`config.mk`:
```
export PLATFORM = sky130hd
export DESIGN_NAME = rom_stream_reader
export DESIGN_NICKNAME = d
export VERILOG_FILES = /design/src/rtl/rom_stream_reader.sv
export SDC_FILE = /design/constraint.sdc
export NUM_CORES = 1
export LEC_CHECK = 0
export CORE_UTILIZATION = 50
export CTS_CLUSTER_SIZE = 8
export DETAILED_ROUTE_END_ITERATION = 16
export GPL_TIMING_DRIVEN = 0
export PLACE_DENSITY_LB_ADDON = 0.25
export RECOVER_POWER = 25
export SYNTH_ARGS = -nofsm -noshare
export SYNTH_HDL_FRONTEND = slang
export SYNTH_SLANG_ARGS = --single-unit
export TNS_END_PERCENT = 1
```
`constraint.sdc`:
```
create_clock -name clk -period 7.15 [get_ports clk]
set_input_delay 1.43 -clock clk [delete_from_list [all_inputs] [get_ports clk]]
set_output_delay 1.43 -clock clk [all_outputs]
set_load 0.02 [all_outputs]
```
`src/rtl/rom_stream_reader.sv`:
```
// rom_stream_reader
//   Address sequencer and 2-entry output buffer placed directly in front of a
//   synchronous ROM with 1-cycle read latency. A run of 'count' words starting
//   at 'base_addr' is read from the ROM and presented as a valid/ready stream.
//   The final word of the run is flagged with out_last.
//
// Ports
//   clk, rst_n           clock (rising edge), async active-low reset
//   start                one-cycle run request, sampled only while idle
//   base_addr, count     run parameters, captured with start
//   busy, done           run in progress / one-cycle completion pulse
//   rom_en, rom_addr     ROM read port
//   rom_data             ROM read data, valid one cycle after rom_en
//   out_valid, out_data,
//   out_last, out_ready  downstream stream
//
// state | meaning
// ------+---------------------------------------------------------------
// IDLE  | waiting for start; captures base_addr/count
// RUN   | issuing ROM reads and draining the buffer
// DONE  | one-cycle done pulse, then back to IDLE
module rom_stream_reader #(
  parameter int ADDR_WIDTH = 4,
  parameter int DATA_WIDTH = 8
) (
  input  logic                  clk,
  input  logic                  rst_n,
  input  logic                  start,
  input  logic [ADDR_WIDTH-1:0] base_addr,
  input  logic [ADDR_WIDTH:0]   count,
  output logic                  busy,
  output logic                  done,
  output logic                  rom_en,
  output logic [ADDR_WIDTH-1:0] rom_addr,
  input  logic [DATA_WIDTH-1:0] rom_data,
  output logic                  out_valid,
  output logic [DATA_WIDTH-1:0] out_data,
  output logic                  out_last,
  input  logic                  out_ready
);

  typedef enum logic [1:0] {IDLE, RUN, DONE} state_t;

  localparam logic [ADDR_WIDTH:0] ONE = {{ADDR_WIDTH{1'b0}}, 1'b1};

  state_t                state;
  logic [ADDR_WIDTH-1:0] base_q;
  logic [ADDR_WIDTH-1:0] addr_q;
  logic [ADDR_WIDTH:0]   count_q;
  logic [ADDR_WIDTH:0]   issued;
  logic [ADDR_WIDTH:0]   popped;
  logic                  inflight;
  logic [DATA_WIDTH-1:0] buf0;
  logic [DATA_WIDTH-1:0] buf1;
  logic [1:0]            buf_cnt;
  logic                  pop;
  logic                  push;
  logic                  credit_ok;
  logic                  issue;
  logic                  last_pop;

  assign out_valid = (buf_cnt != 2'd0);
  assign out_data  = buf0;
  assign pop       = out_valid && out_ready;
  assign push      = inflight;

  // Words already buffered plus the one in flight must leave room for the
  // new read; a pop in this same cycle frees one slot.
  assign credit_ok = ({1'b0, buf_cnt} + {2'b00, inflight}) < (3'd2 + {2'b00, pop});
  assign issue     = (state == RUN) && (issued < count_q) && credit_ok;

  assign rom_en    = issue;
  assign rom_addr  = issue ? (base_q + issued[ADDR_WIDTH-1:0]) : addr_q;

  assign out_last  = out_valid && (popped == (count_q - ONE));
  assign last_pop  = pop && (popped == (count_q - ONE));

  assign busy      = (state != IDLE);
  assign done      = (state == DONE);

  always_ff @(posedge clk or negedge rst_n) begin
    if (!rst_n) begin
      state    <= IDLE;
      base_q   <= '0;
      addr_q   <= '0;
      count_q  <= '0;
      issued   <= '0;
      popped   <= '0;
      inflight <= 1'b0;
      buf0     <= '0;
      buf1     <= '0;
      buf_cnt  <= 2'd0;
    end else begin
      inflight <= issue;

      if (issue) begin
        issued <= issued + ONE;
        addr_q <= rom_addr;
      end
      if (pop) popped <= popped + ONE;

      // Head (buf0) always feeds the stream; a pop shifts buf1 forward.
      unique case ({push, pop})
        2'b10: begin
          if (buf_cnt == 2'd0) buf0 <= rom_data;
          else                 buf1 <= rom_data;
          buf_cnt <= buf_cnt + 2'd1;
        end
        2'b01: begin
          buf0    <= buf1;
          buf_cnt <= buf_cnt - 2'd1;
        end
        2'b11: begin
          if (buf_cnt == 2'd1) begin
            buf0 <= rom_data;
          end else begin
            buf0 <= buf1;
            buf1 <= rom_data;
          end
        end
        default: ;
      endcase

      case (state)
        IDLE: begin
          if (start) begin
            base_q  <= base_addr;
            count_q <= count;
            issued  <= '0;
            popped  <= '0;
            state   <= (count != '0) ? RUN : DONE;
          end
        end
        RUN: begin
          if (last_pop) state <= DONE;
        end
        DONE:    state <= IDLE;
        default: state <= IDLE;
      endcase
    end
  end

endmodule

```
==> results of run 1 <==
cells by family (layout without fill, tap and decap cells):
kind of cell | after synthesis | count (layout) | synth area share (%)
and+or+nand+nor | 61 | 61 | 11.9
muxes | 16 | 16 | 7.49
xor gates and xnor gates | 16 | 16 | 6.00
adders and majority gates | 18 | 18 | 9.96
AOI/OAI and AO/OA | 46 | 46 | 12.5
buffers and inverters | 24 | 70 | 5.03
DFF | 44 | 44 | 47.1
power breakdown:
group          switching (mW)  total (mW)  internal, mW
Combinational           0.459       0.950         0.491
Clock                  0.0899       0.159        0.0691
Sequential             0.0964       0.471         0.375
cell type report:
type                    count  area [um^2]  area share [%]
multi-input cells         157         1120            39.1
clock buffers               5         68.8            2.40
clock inverters             3         23.8           0.830
plain buffers               6         50.0            1.75
repair buffers             38          368            12.8
well taps                  52         65.1            2.27
flip-flops and latches     44         1100            38.5
inverters                  18         67.6            2.36
flip-flops by register name, indices dropped and copies added, names as in the netlist, 2 cells and up:
name      count
buf1          8
out_data      8
count_q       5
issued        5
popped        5
addr_q        4
base_q        4
buf_cnt       2
state         2
layer usage:
layer	vias to the layer above	share of wire [%]	global-route usage [%]
met5	-	0	0
met4	0	1.9	8.67
met3	8	4.4	5.34
met2	50	47	32.5
met1	849	46	27.2
li1	861	-	-
worst register-to-register path, stage by stage, from the launching register on:
cell,delay (ps)
dfrtp_1,440
inv_1,80
ha_1,200
nand2b_1,200
clkinv_1,310
ha_1,340
o21ai_0,770
a22oi_1,210
o21ai_0,210
how the worst max path moves through the flow:
stage	startpoint	end	slack [ps]	cells past startpoint
finish	out_ready	rom_addr[1]	2230	8
global route	out_ready	rom_addr[1]	2080	8
CTS	out_ready	rom_addr[1]	2210	8
detailed placement	out_ready	rom_addr[1]	2220	8
global placement	out_ready	rom_addr[1]	2230	8
floorplan	out_ready	rom_addr[1]	3190	6
placed cells by master (no fill, tap or decap), types with 2 or more instances in the layout:
master / instances
clkbuf_1: 5
nor2b_1: 2
clkdlybuf4s50_1: 36
mux2_2: 12
a21oi_1: 8
xor2_1: 3
nand2b_1: 2
mux2i_1: 4
clkinvlp_4: 2
xnor2_1: 13
clkbuf_8: 5
nor3_1: 2
and2_1: 2
a21o_1: 2
a22oi_1: 8
dfrtp_1: 44
ha_1: 17
o21ai_0: 19
nand2_1: 35
nor2_1: 10
nand4_1: 4
inv_1: 17
==> results.txt, run 1 <==
Total number of vias: 1,768
Seq/Total Area, Yosys: 47.1%
Final period utilization: 68.9%
1st-iter DRT viols: 81
Yosys cell types: 37
First-pass GRT wire length: 7940 um
Most frequent cell after synthesis: dfrtp_1
Data required time of the worst path: 5720 ps
Status: complete, but fails checks
Filler Cell Count: 380
Total gr overflow: 0
P per Cell Area: 552 nW/um^2
CP Class: in -> out
Delay-heaviest family, CP: buffers and inverters
Gr usage total: 20.7%
Max Cap Viol: 1
FF+latch count, synth: 44
WL/cell: 13.9 um
Post-synth EDFFs: 0
Syn_nets: 264
DRT antenna net count: 0
CP max FO: 11
Ys flop type: dfrtp_1
Drt first pass iters: 4
CP max stage cell: clkdlybuf4s50_1
Final setup margin: 2230 ps
CP Buf/Inv Count: 4
Share of synthesized registers carrying an async set or reset: 100%
Post-cts sizing count: 0
Final #Nets: 309
Crit-path cells: clkdlybuf4s50_1 > nand2b_1 > o21ai_0 > o311a_1 > buf_6 > buf_12 > mux2i_1 > clkdlybuf4s50_1
Post-Place Setup Slack: 2220 ps
Clk slew on worst S/H paths: 80 ps
Min Tclk post-route: 4920 ps
Clock Latency Late Sink: 310 ps
Core area: 4410 um^2
Area Growth Syn to Fin: 22.5%
Postcts setup bufs: 0
Cts bufs inserted: 5
Top post-synthesis cells by area: dfrtp_1 47%, ha_1 9.1%, mux2_2 5.8%, nand2_1 5.6%, xnor2_1 4.9%
RR Endpoint: out_data[7]
CP Launch Type: input port
TNS Setup: 0 ps
Cells after Synth: 225
DIE AREA: 4950 um^2
Vias in the first global route: 1,727
Die Ht: 70.4 um
Hold Path Class: reg -> reg
# setup viols final: 0
Mapped cell area: 2340 um^2
Worst slew margin: 0.0680%
Final max-slew violation count: 0
Placed Instance Area: 2790 um^2
Hold depth: 2
Post-synth top area share: 47.1%
Vias per cell: 5.47
Tightest Pin Transition: 1500 ps
CP arrival: 3490 ps
Starting density of the core: 52.9%
CTS tree: yes
Crit end category: output pin
FMAX: 203 MHz
# port buffers: 37
Slowest stage delay, CP: 610 ps
Failing checks: capacitance limit
Worst reg2reg path startpoint: buf_cnt[0]
Area leader, netlist: dfrtp_1
# IOs: 38
Count of final hold-check violations: 0
Initial antenna violation count: 0
Avg Cell Area, Syn: 10.4 um^2
Util after Layout: 64.9%
Most common cell on crit path: clkdlybuf4s50_1
Top post-synthesis cells by count: 44 x dfrtp_1, 35 x nand2_1, 19 x o21ai_0
Clock Path Buffers: 2
Clk root buf: clkbuf_8
Die width: 70.4 um
Static leakage: 1.28 nW
Fin Hold WS: 483 ps
H-tree levels: 2
Clk_skew: 5.91 ps
Dpl hpwl: 3370 um
Final instance area: 2860 um^2
Worst vdd ir: 0.000520 V
Reg2reg path depth: 8
Hold EP: out_data[6]
Layout cell share with drive strength beyond 1: 9.23%
Final Power: 1.58 mW
R2r setup slk: 4310 ps
Hold Buf Count CTS: 0
Final std cells w/o fill: 323
Ant. Diodes: 0
Drt drc: 0
Worst hold start: out_data[6]
GP Congestion: 0.851
Clk sinks: 44
Largest net degree at the start of global routing: 30
Placed insts: 315
Final wirelength: 4480 um
Ys Warns: 0
Site Rows: 24
RSZ-0062 raised after global routing: false
Note: power is estimated with default switching activity, not from simulation.
==> run 2: changes to the inputs <==
clock period = 4.83 ns   (was 7.15 ns; I/O delays follow)
==> results of run 2 <==
The final DEF is identical to that of run 1. Status: complete, but fails checks: capacitance limit.
Main changes from that run: setup slack after placement 2220 ps -> 832 ps; setup slack after layout 2230 ps -> 833 ps; register-to-register setup slack 4310 ps -> 1990 ps; total power 1.58 mW -> 2.34 mW; worst IR drop on VDD 0.000520 V -> 0.000769 V
==> run 3: changes to the inputs <==
CORE_UTILIZATION = 48   (was 50)
clock period = 3.58 ns   (was 4.83 ns; I/O delays follow)
==> run 3 against run 2 <==
The run now ends clean; flip-flop and latch count unchanged; first-iteration DRC count increased by 26%; setup slack got worse by 670 ps; routed wire length decreased by 3.6%; critical path depth decreased by 1; global-route usage decreased by 1.3 points; non-clock buffer count unchanged; core utilization decreased by 3.2 points; clock skew increased by 3.2 ps; clock power increased by 70%; critical endpoint is now rom_addr[0]; largest power group unchanged; highest routed layer unchanged.
==> results.txt, run 3 (synthesized netlist as in run 1, its figures left out) <==
Status: finished clean
Starting density of the core: 49.8% (-3.1 points)
Drt first pass iters: 4 (unchanged)
Area Growth Syn to Fin: 23.8%
Largest net degree at the start of global routing: 28 (-6.7%)
Final #Nets: 309 (unchanged)
# port buffers: 37 (unchanged)
TNS Setup: 0 ps (unchanged)
Hold Path Class: reg -> reg
First-pass GRT wire length: 7650 um (-3.7%)
Total gr overflow: 0 (unchanged)
Min Tclk post-route: 3410 ps
Grt met1 use: 27.2% (about the same)
H-tree levels: 2 (unchanged)
Static leakage: 1.32 nW (+2.7%)
Count of final hold-check violations: 0 (unchanged)
Fin Hold WS: 483 ps (-0.301 ps)
Crit-path cells: clkdlybuf4s50_1 > nand2b_1 > o21ai_1 > o311a_1 > buf_6 > mux2_2 > clkdlybuf4s50_1
Critical path depth in cells: 7 (-1)
Clk_skew: 9.07 ps (+3.16 ps)
1st-iter DRT viols: 102 (+26%)
RSZ-0062 raised after global routing: false
Post-Place Setup Slack: 62.3 ps
Data required time of the worst path: 2860 ps
Layout cell share with drive strength beyond 1: 9.23% (unchanged)
Total number of vias: 1,706 (-3.5%)
Met2 Use GR: 29.1% (-3.3 points)
Core area: 4690 um^2 (+6.3%)
Cts bufs inserted: 5 (unchanged)
Commonest non-fill, non-tap cell in the layout: dfrtp_1
Most frequent cells in the layout: 44 x dfrtp_1, 35 x nand2_1, 34 x clkdlybuf4s50_1, 18 x o21ai_0
Postcts setup bufs: 0 (unchanged)
Placed Instance Area: 2790 um^2 (about the same)
Die width: 71.8 um (+2.0%)
CP Launch Type: input port
Vias per cell: 5.25 (-4.1%)
Filler Cell Count: 436 (+15%)
Final wirelength: 4320 um (-3.6%)
Util after Layout: 61.7% (-3.2 points)
Ant. Diodes: 0 (unchanged)
P per Cell Area: 1110 nW/um^2
Final max-slew violation count: 0 (unchanged)
Post-cts sizing count: 0 (unchanged)
# setup viols final: 0 (unchanged)
Initial antenna violation count: 0 (unchanged)
R2r setup slk: 810 ps
Gr usage total: 19.4% (-1.3 points)
Tightest Pin Transition: 1460 ps (-38.2 ps)
Delay-heaviest family, CP: buffers and inverters
# IOs: 38 (unchanged)
CP max FO: 8 (-3)
Global Route met3 Usage: 4.64% (-0.70 points)
Worst slew margin: 2.62% (+2.5 points)
Crit end category: output pin
RR Endpoint: buf1[7]
Most used routing layer: met2
Hold Buf Count CTS: 0 (unchanged)
WL/cell: 13.3 um (-4.2%)
Worst setup startpoint: out_ready
Worst reg2reg path startpoint: buf_cnt[0]
CP Buf/Inv Count: 3 (-1)
DIE AREA: 5150 um^2 (+4.0%)
Site Rows: 25 (+4.2%)
DRT antenna net count: 0 (unchanged)
Drt drc: 0 (unchanged)
Clock Latency Late Sink: 310 ps (about the same)
Final instance area: 2890 um^2 (+1.1%)
Final setup margin: 165 ps
FMAX: 293 MHz
CTS tree: yes
Reg2reg path depth: 7 (-1)
Die Ht: 71.8 um (+2.0%)
Worst setup path end: rom_addr[0]
Final period utilization: 95.4%
Clk sinks: 44 (unchanged)
Slowest stage delay, CP: 530 ps (-80 ps)
Clk slew on worst S/H paths: 90 ps (about the same)
Vias in the first global route: 1,665 (-3.6%)
GP Congestion: 0.798 (-6.3%)
Clock Path Buffers: 2 (unchanged)
Most common cell on crit path: clkdlybuf4s50_1
CP arrival: 2700 ps
Max Cap Viol: 0 (-1)
CP max stage cell: clkdlybuf4s50_1
Worst vdd ir: 0.000589 V
CP Class: in -> out
Clk root buf: clkbuf_8
Dpl hpwl: 3230 um (-4.2%)
[run 3: cell count changes in the layout (fill, tap and decap cells not counted), sizes merged]
cell,previous run,this run
clkdlybuf4s50,36,34
clkinvlp,2,0
bufinv,0,1
clkinv,2,3
dlymetal6s2s,0,2
[run 3: how the worst min path moves through the flow]
stage / startpoint / end / slack, ps / depth (start not counted)
3_3_place_gp: out_data[4] / out_data[4] / 460 / 2
4_1_cts: rst_n / base_q[3] / 350 / 1
6_report: out_data[5] / out_data[5] / 480 / 2
3_5_place_dp: out_data[1] / out_data[1] / 470 / 2
2_1_floorplan: rst_n / addr_q[0] / 420 / 0
5_1_grt: issued[4] / issued[4] / 510 / 1
[run 3: per-layer routing]
metal	vias to the layer above	routed length [um]
li1	859	-
met1	810	2170
met2	31	1950
met3	6	133
met4	0	62
met5	-	0
[run 3: power breakdown]
part / total [mW] / switching, mW / internal (mW)
clock: 0.399 / 0.189 / 0.210
combinational: 1.88 / 0.903 / 0.975
sequential: 0.938 / 0.190 / 0.748
total: 3.22 / 1.28 / 1.93
[run 3: per-stage QoR]
stage,total power [mW],instances
final,3.22,325
after global routing,3.51,325
after CTS,3.26,325
after detailed placement,2.85,317
after global placement,2.80,316
after floorplan,2.29,225
[run 3: worst register-to-register path, cell delays in order (launching register included)]
cell	delay [ps]
dfrtp_1	440
inv_1	80
ha_1	230
nand2b_1	230
clkinv_1	300
ha_1	330
o211ai_1	650
mux2_2	420
[run 3: cell type report]
class	instances	area, um^2	share of cell area (%)
Buffer	6	50.0	1.73
Sequential cell	44	1100	38.0
Clock buffer	5	68.8	2.38
Timing Repair Buffer	38	373	12.9
Multi-Input combinational cell	157	1120	38.7
Clock inverter	3	47.5	1.64
Inverter	18	67.6	2.33
Tap cell	54	67.6	2.33
